File: config.mk
export PLATFORM = sky130hd
export DESIGN_NAME = sseg_scan_ctrl
export DESIGN_NICKNAME = d
export VERILOG_FILES = /design/src/rtl/sseg_scan_ctrl.sv
export SDC_FILE = /design/constraint.sdc
export NUM_CORES = 1
export LEC_CHECK = 0
export ABC_AREA = 1
export CAP_MARGIN = 20
export CORE_UTILIZATION = 58
export CTS_CLUSTER_SIZE = 25
export DETAILED_ROUTE_END_ITERATION = 16
export PLACE_DENSITY = 0.91
export SLEW_MARGIN = 15
export SYNTH_ARGS = -nofsm -noshare
export SYNTH_HDL_FRONTEND = slang
export SYNTH_SLANG_ARGS = --single-unit
File: constraint.sdc
create_clock -name clk -period 4.6 [get_ports clk]
set_clock_uncertainty 0.1 [all_clocks]
set_input_delay 0.69 -clock clk [delete_from_list [all_inputs] [get_ports clk]]
set_output_delay 0.69 -clock clk [all_outputs]
set_load 0.005 [all_outputs]
File: src/rtl/sseg_scan_ctrl.sv
//-----------------------------------------------------------------------------
// sseg_scan_ctrl
//
// Front end for an eight-digit seven-segment display driver. A prescaler
// steps the digit index 0..7 once every DIV clock cycles. A 32-bit value is
// hex-encoded into active-high segment patterns for all eight digits, with a
// per-digit decimal point and optional leading-zero blanking.
//
// New display data is first captured into staging registers. It is copied
// into the display registers only at a frame boundary (the 7->0 wrap), or on
// the next edge when scanning is disabled. A frame therefore never shows a
// mix of old and new digits.
//
// Ports:
//   clk         system clock
//   rst_n       asynchronous active-low reset
//   en          scan enable; while low the prescaler and idx hold
//   load        one-cycle strobe that captures value/dp/lz_blank into staging
//   value[31:0] display value, digit k = value[4k+3:4k]
//   dp[7:0]     decimal-point mask, dp[k] lights the DP of digit k
//   lz_blank    leading-zero blanking enable
//   idx[3:0]    current digit index 0..7 (idx[3] is always 0)
//   seg0..seg7  segment pattern for digit k: {A,B,C,D,E,F,G,DP}
//   frame_done  one-cycle pulse in the cycle after each 7->0 wrap
//   pending     staged data is waiting to be committed to the display
//-----------------------------------------------------------------------------
module sseg_scan_ctrl #(
    parameter int DIV = 12500          // clock cycles per digit slot, >= 2
) (
    input  logic        clk,
    input  logic        rst_n,
    input  logic        en,
    input  logic        load,
    input  logic [31:0] value,
    input  logic [7:0]  dp,
    input  logic        lz_blank,
    output logic [3:0]  idx,
    output logic [7:0]  seg0,
    output logic [7:0]  seg1,
    output logic [7:0]  seg2,
    output logic [7:0]  seg3,
    output logic [7:0]  seg4,
    output logic [7:0]  seg5,
    output logic [7:0]  seg6,
    output logic [7:0]  seg7,
    output logic        frame_done,
    output logic        pending
);

    localparam int             CW      = $clog2(DIV);
    localparam logic [CW-1:0]  CNT_MAX = CW'(DIV - 1);
    localparam logic [2:0]     IDX_LAST = 3'd7;

    //-------------------------------------------------------------------------
    // State
    //-------------------------------------------------------------------------
    logic [CW-1:0] cnt_q;
    logic [2:0]    idx_q;
    logic          frame_done_q;
    logic          pending_q;

    // Staging copy, written by load.
    logic [31:0]   stg_value_q;
    logic [7:0]    stg_dp_q;
    logic          stg_lz_q;

    // Display copy, drives the encoder.
    logic [31:0]   disp_value_q;
    logic [7:0]    disp_dp_q;
    logic          disp_lz_q;

    //-------------------------------------------------------------------------
    // Control terms
    //-------------------------------------------------------------------------
    logic tick;
    logic wrap;
    logic commit;

    assign tick = en && (cnt_q == CNT_MAX);
    assign wrap = tick && (idx_q == IDX_LAST);

    // With scanning stopped there is no frame to tear, so staged data is
    // committed on the very next edge instead of waiting for a wrap.
    assign commit = pending_q && (wrap || !en);

    //-------------------------------------------------------------------------
    // Prescaler and digit index
    //-------------------------------------------------------------------------
    // NOTE: sequential state uses non-blocking (<=) assignments so every
    // register samples the pre-edge values of its inputs; blocking here would
    // make results depend on statement order and create simulation races.
    always_ff @(posedge clk or negedge rst_n) begin
        if (!rst_n) begin
            cnt_q <= '0;
            idx_q <= '0;
        end else if (en) begin
            if (tick) begin
                cnt_q <= '0;
                idx_q <= idx_q + 3'd1;      // 7 -> 0 wraps naturally
            end else begin
                cnt_q <= cnt_q + 1'b1;
            end
        end
    end

    // Registered from the wrap condition, so the pulse occupies the cycle
    // after the edge that moves idx from 7 to 0. tick already includes en,
    // so nothing pulses while scanning is stopped.
    always_ff @(posedge clk or negedge rst_n) begin
        if (!rst_n) begin
            frame_done_q <= 1'b0;
        end else begin
            frame_done_q <= wrap;
        end
    end

    //-------------------------------------------------------------------------
    // Staging registers
    //-------------------------------------------------------------------------
    // NOTE: the staging and display registers are reset on purpose: the
    // display must come out of reset showing a defined pattern (all "0"
    // digits), and reset must discard any data still waiting for commit.
    always_ff @(posedge clk or negedge rst_n) begin
        if (!rst_n) begin
            stg_value_q <= '0;
            stg_dp_q    <= '0;
            stg_lz_q    <= 1'b0;
        end else if (load) begin
            stg_value_q <= value;
            stg_dp_q    <= dp;
            stg_lz_q    <= lz_blank;
        end
    end

    // A load in the same cycle as a commit wins: its data is still waiting
    // in staging afterwards, so pending must stay set.
    always_ff @(posedge clk or negedge rst_n) begin
        if (!rst_n) begin
            pending_q <= 1'b0;
        end else if (load) begin
            pending_q <= 1'b1;
        end else if (commit) begin
            pending_q <= 1'b0;
        end
    end

    //-------------------------------------------------------------------------
    // Display registers
    //-------------------------------------------------------------------------
    // On a load/commit collision this copies the staging contents as they
    // were before the edge, i.e. the previously staged value.
    always_ff @(posedge clk or negedge rst_n) begin
        if (!rst_n) begin
            disp_value_q <= '0;
            disp_dp_q    <= '0;
            disp_lz_q    <= 1'b0;
        end else if (commit) begin
            disp_value_q <= stg_value_q;
            disp_dp_q    <= stg_dp_q;
            disp_lz_q    <= stg_lz_q;
        end
    end

    //-------------------------------------------------------------------------
    // Hex font, returns segments {A,B,C,D,E,F,G}
    //-------------------------------------------------------------------------
    function automatic logic [6:0] hex_font(input logic [3:0] nib);
        logic [6:0] f;
        f = 7'b0000000;
        case (nib)
            4'h0: f = 7'b1111110;
            4'h1: f = 7'b0110000;
            4'h2: f = 7'b1101101;
            4'h3: f = 7'b1111001;
            4'h4: f = 7'b0110011;
            4'h5: f = 7'b1011011;
            4'h6: f = 7'b1011111;
            4'h7: f = 7'b1110000;
            4'h8: f = 7'b1111111;
            4'h9: f = 7'b1111011;
            4'hA: f = 7'b1110111;
            4'hB: f = 7'b0011111;
            4'hC: f = 7'b1001110;
            4'hD: f = 7'b0111101;
            4'hE: f = 7'b1001111;
            4'hF: f = 7'b1000111;
            default: f = 7'b0000000;
        endcase
        return f;
    endfunction

    //-------------------------------------------------------------------------
    // Encoder with leading-zero blanking
    //-------------------------------------------------------------------------
    // zero_from[k] is set when nibbles k..7 are all zero; it is built from
    // the top digit downwards so each digit only looks at its own nibble and
    // the digit above.
    logic [7:0] zero_from;
    logic [7:0] seg_arr [8];

    // NOTE: every signal written in this always_comb gets a value on every
    // path (defaults first), otherwise synthesis would infer latches.
    always_comb begin
        logic [3:0] nib;
        logic       blank;

        zero_from = '0;
        for (int k = 0; k < 8; k++) begin
            seg_arr[k] = 8'h00;
        end

        zero_from[7] = (disp_value_q[31:28] == 4'h0);
        for (int k = 6; k >= 0; k--) begin
            zero_from[k] = zero_from[k+1] && (disp_value_q[4*k +: 4] == 4'h0);
        end

        for (int k = 0; k < 8; k++) begin
            nib   = disp_value_q[4*k +: 4];
            // Digit 0 always shows, so an all-zero value still reads "0".
            blank = disp_lz_q && (k != 0) && zero_from[k];
            seg_arr[k] = {blank ? 7'b0000000 : hex_font(nib), disp_dp_q[k]};
        end
    end

    //-------------------------------------------------------------------------
    // Outputs
    //-------------------------------------------------------------------------
    assign idx        = {1'b0, idx_q};
    assign frame_done = frame_done_q;
    assign pending    = pending_q;

    assign seg0 = seg_arr[0];
    assign seg1 = seg_arr[1];
    assign seg2 = seg_arr[2];
    assign seg3 = seg_arr[3];
    assign seg4 = seg_arr[4];
    assign seg5 = seg_arr[5];
    assign seg6 = seg_arr[6];
    assign seg7 = seg_arr[7];

endmodule

==> results.json <==
{
  "first_pass_iters": 5,
  "layout_common_cells": "300 x sky130_fd_sc_hd__nand2_1, 111 x sky130_fd_sc_hd__clkdlybuf4s50_1, 100 x sky130_fd_sc_hd__dfrtp_1",
  "antenna-diode-count": 0,
  "place.gp.congestion": 0.918,
  "power_density_mw_per_mm2": 364,
  "grt_pass1_vias": 5235,
  "floorplan.die_area_mm2": 0.0113,
  "regToRegEndpoint": "disp_value_q[20]",
  "route.vias.total": 5757,
  "grt_first_pass_wirelength_um": 23100,
  "number_of_nets_with_antenna_violations_after_routing": 0,
  "clock_power_share_pct": 22.3,
  "finalSetupTns_ns": 0,
  "regToRegSetupSlack_ns": 2.26,
  "yosys_warnings": 0,
  "drv_slew": 0,
  "syn-num-nets": 966,
  "reg2reg_from": "cnt_q[0]",
  "cts.root.buffer_cell": "sky130_fd_sc_hd__clkbuf_8",
  "fmax_mhz": 291,
  "path_class": "reg2out",
  "placement_rows": 37,
  "clkSlewWorstSetupHoldPaths_ns": 0.10,
  "period_share_pct": 74.6,
  "antenna_violations_before_repair": 0,
  "fin_nets": 1052,
  "layout.core_utilization_pct": 73.0,
  "netlist-cell-type-count": 40,
  "int_power_uw": 1830,
  "yosysSeqAreaShare_pct": 39.9,
  "cts.repair_timing.setup_buffer_count": 0,
  "share_seq_of_total_power_pct": 41.9,
  "grt_remaining_overflow": 0,
  "die-height_um": 106,
  "cts_hold_repair.buffers": 0,
  "power.share.switching_pct": 34.0,
  "timing.critical_path.required_ns": 3.81,
  "ioPinCount": 115,
  "syn_area_mm2": 0.00633,
  "fp.dieW_um": 106,
  "max-vdd-ir-drop_v": 0.000220,
  "rsz_0062_raised_after_global_routing": "no",
  "post-route-min-period_ns": 3.43,
  "final_common_cell": "sky130_fd_sc_hd__nand2_1",
  "worstMarginPinSlew_ns": 0.873,
  "worst_setup_path_end_kind": "output port",
  "synth.avg_cell_area_um2": 7.22,
  "synth.mux.area_fraction_pct": 0,
  "synth-compound-area-share_pct": 9.93,
  "groute.usage.overall_pct": 25.2,
  "cts.htree.levels": 3,
  "worst-endpoint-arrival_ns": 2.64,
  "drc_errors": 0,
  "synth_simple_gate_area_share_pct": 30.8,
  "worstSetupStartpointType": "flip-flop",
  "crit_end": "seg2[7]",
  "drt_iter0_markers": 327,
  "synth_xor_xnor_area_share_pct": 0.831,
  "setup_viol": 0,
  "hp-class": "in2async",
  "detail_route.wl_per_cell_um": 12.4,
  "cap_viol_max_count": 0,
  "tritoncts.num_buffers": 9,
  "clock_insertion_delay_worst_skew_ns": 0.36,
  "p_comb_share_pct": 35.8,
  "ys_seq_elements": 101,
  "cts_tree": "done",
  "finalPower_uw": 2780,
  "starting_density_of_the_core_pct": 60.5,
  "postRouteWirelength_um": 13700,
  "area_of_the_core_region_mm2": 0.0105,
  "power.net_switching_uw": 943,
  "yosys.area_share.adder_pct": 8.90,
  "power_leakage_uw": 0.00402,
  "timing_hold_violations_final": 0,
  "maximum_number_of_pins_on_one_net_before_global_route_repair": 73,
  "placement.io_buffers": 113,
  "reg2reg_depth": 8,
  "synthCells": 876,
  "crit_fanout": 9,
  "ctsLongestPathBuffers": 2,
  "final_layout_size_suffix_gt1_share_pct": 3.93,
  "worst_slew_margin_rel_pct": 41.8,
  "clock_sinks": 101,
  "via_per_inst": 5.22,
  "resized_gates_after_cts": 0,
  "startpoint_of_the_worst_setup_timing_path": "disp_value_q[28]",
  "run_status": "complete, no violations",
  "layout-area-overhead-vs-synth_pct": 20.6,
  "main_combinational_cell_family_by_area_after_synthesis": "simple AND/OR/NAND/NOR gates",
  "post_dp_hpwl_um": 9850
}
-- routing by layer --
layer / vias up / track usage, % / part of all wire [%]
li1: 2920 / - / -
met1: 2620 / 32.5 / 44
met2: 190 / 43.1 / 50
met3: 27 / 3.07 / 4.2
met4: 0 / 10.1 / 2.3
met5: - / 0 / 0
-- critical path, stage by stage (launching register included) --
cell	delay, ns
sky130_fd_sc_hd__dfrtp_1	0.46
sky130_fd_sc_hd__inv_1	0.14
sky130_fd_sc_hd__ha_1	0.22
sky130_fd_sc_hd__nand2_1	0.10
sky130_fd_sc_hd__nor2_4	0.19
sky130_fd_sc_hd__nand2_2	0.08
sky130_fd_sc_hd__nor2_4	0.24
sky130_fd_sc_hd__and3_1	0.33
sky130_fd_sc_hd__nor2_1	0.07
sky130_fd_sc_hd__clkdlybuf4s50_1	0.45
-- logic make-up after synthesis --
group,after synthesis
DFF,101
buffers and inverters,142
AOI/OAI and AO/OA,113
and+or+nand+nor,468
adders and majority gates,45
other,1
xor gates and xnor gates,6
-- per-stage QoR --
step | setup slack, ns | hold WS [ns] | cell area, um2 | cells
6_report | 1.17 | 0.324 | 7630 | 1102
5_1_grt | 0.976 | 0.393 | 7630 | 1102
3_5_place_dp | 1.45 | 0.359 | 7410 | 1087
4_1_cts | 1.16 | 0.368 | 7630 | 1102
2_1_floorplan | 2.33 | 0.294 | 6330 | 876
3_3_place_gp | 1.57 | 0.353 | 7410 | 1087
-- sequential cells by signal, indices dropped and copies added (netlist names) --
| name | flops |
|---|---|
| cnt_q | 14 |
| disp_dp_q | 8 |
| disp_lz_q | 1 |
| disp_value_q | 32 |
| frame_done | 1 |
| idx_q | 3 |
| pending | 1 |
| stg_dp_q | 8 |
| stg_lz_q | 1 |
| stg_value_q | 32 |
-- area by class of cell --
cell class	instances	area [um2]
fill	826	2830
clock buffer	10	138
clock inverter	5	82.6
sequential	101	2530
inverter	103	388
tap	136	170
multi-input combinational	633	3200
timing repair buffer	114	1130
-- worst min-delay path by stage --
stage	to	slack, ns	depth (start not counted)
after CTS	cnt_q[2]	0.37	1
final	cnt_q[2]	0.32	1
after global routing	stg_dp_q[2]	0.39	2
after detailed placement	stg_value_q[25]	0.36	2
after floorplan	cnt_q[0]	0.29	0
after global placement	stg_value_q[15]	0.35	2
-- synth_stat cells (all sizes together) --
library cell	instances	area share (%)
a211oi	7	0.83
a21oi	40	3.2
a22o	1	0.14
a22oi	1	0.12
a31oi	2	0.20
and2	1	0.099
and3	1	0.099
buf	18	2.2
clkbuf	21	1.2
clkinv	2	0.14
conb	1	0.059
dfrtp	101	40
ha	45	8.9
inv	101	6.0
nand2	306	19
nand3	66	5.4
nand4	4	0.49
nor2	73	4.7
nor3	12	0.95
nor3b	2	0.24
nor4	1	0.099
o211ai	5	0.59
o21a	2	0.24
o21ai	47	3.7
o21bai	3	0.36
o22ai	1	0.099
o31ai	4	0.47
or2	2	0.20
xnor2	1	0.14
xor2	5	0.69
-- power groups by stage --
stage	Sequential [uW]	Combinational (uW)	Clock, uW
6_report	1160	993	618
5_1_grt	1190	1120	668
4_1_cts	1160	995	627
3_5_place_dp	1180	991	0
3_3_place_gp	1170	962	0
2_1_floorplan	1100	610	0
Note: power is estimated with default switching activity, not from simulation.
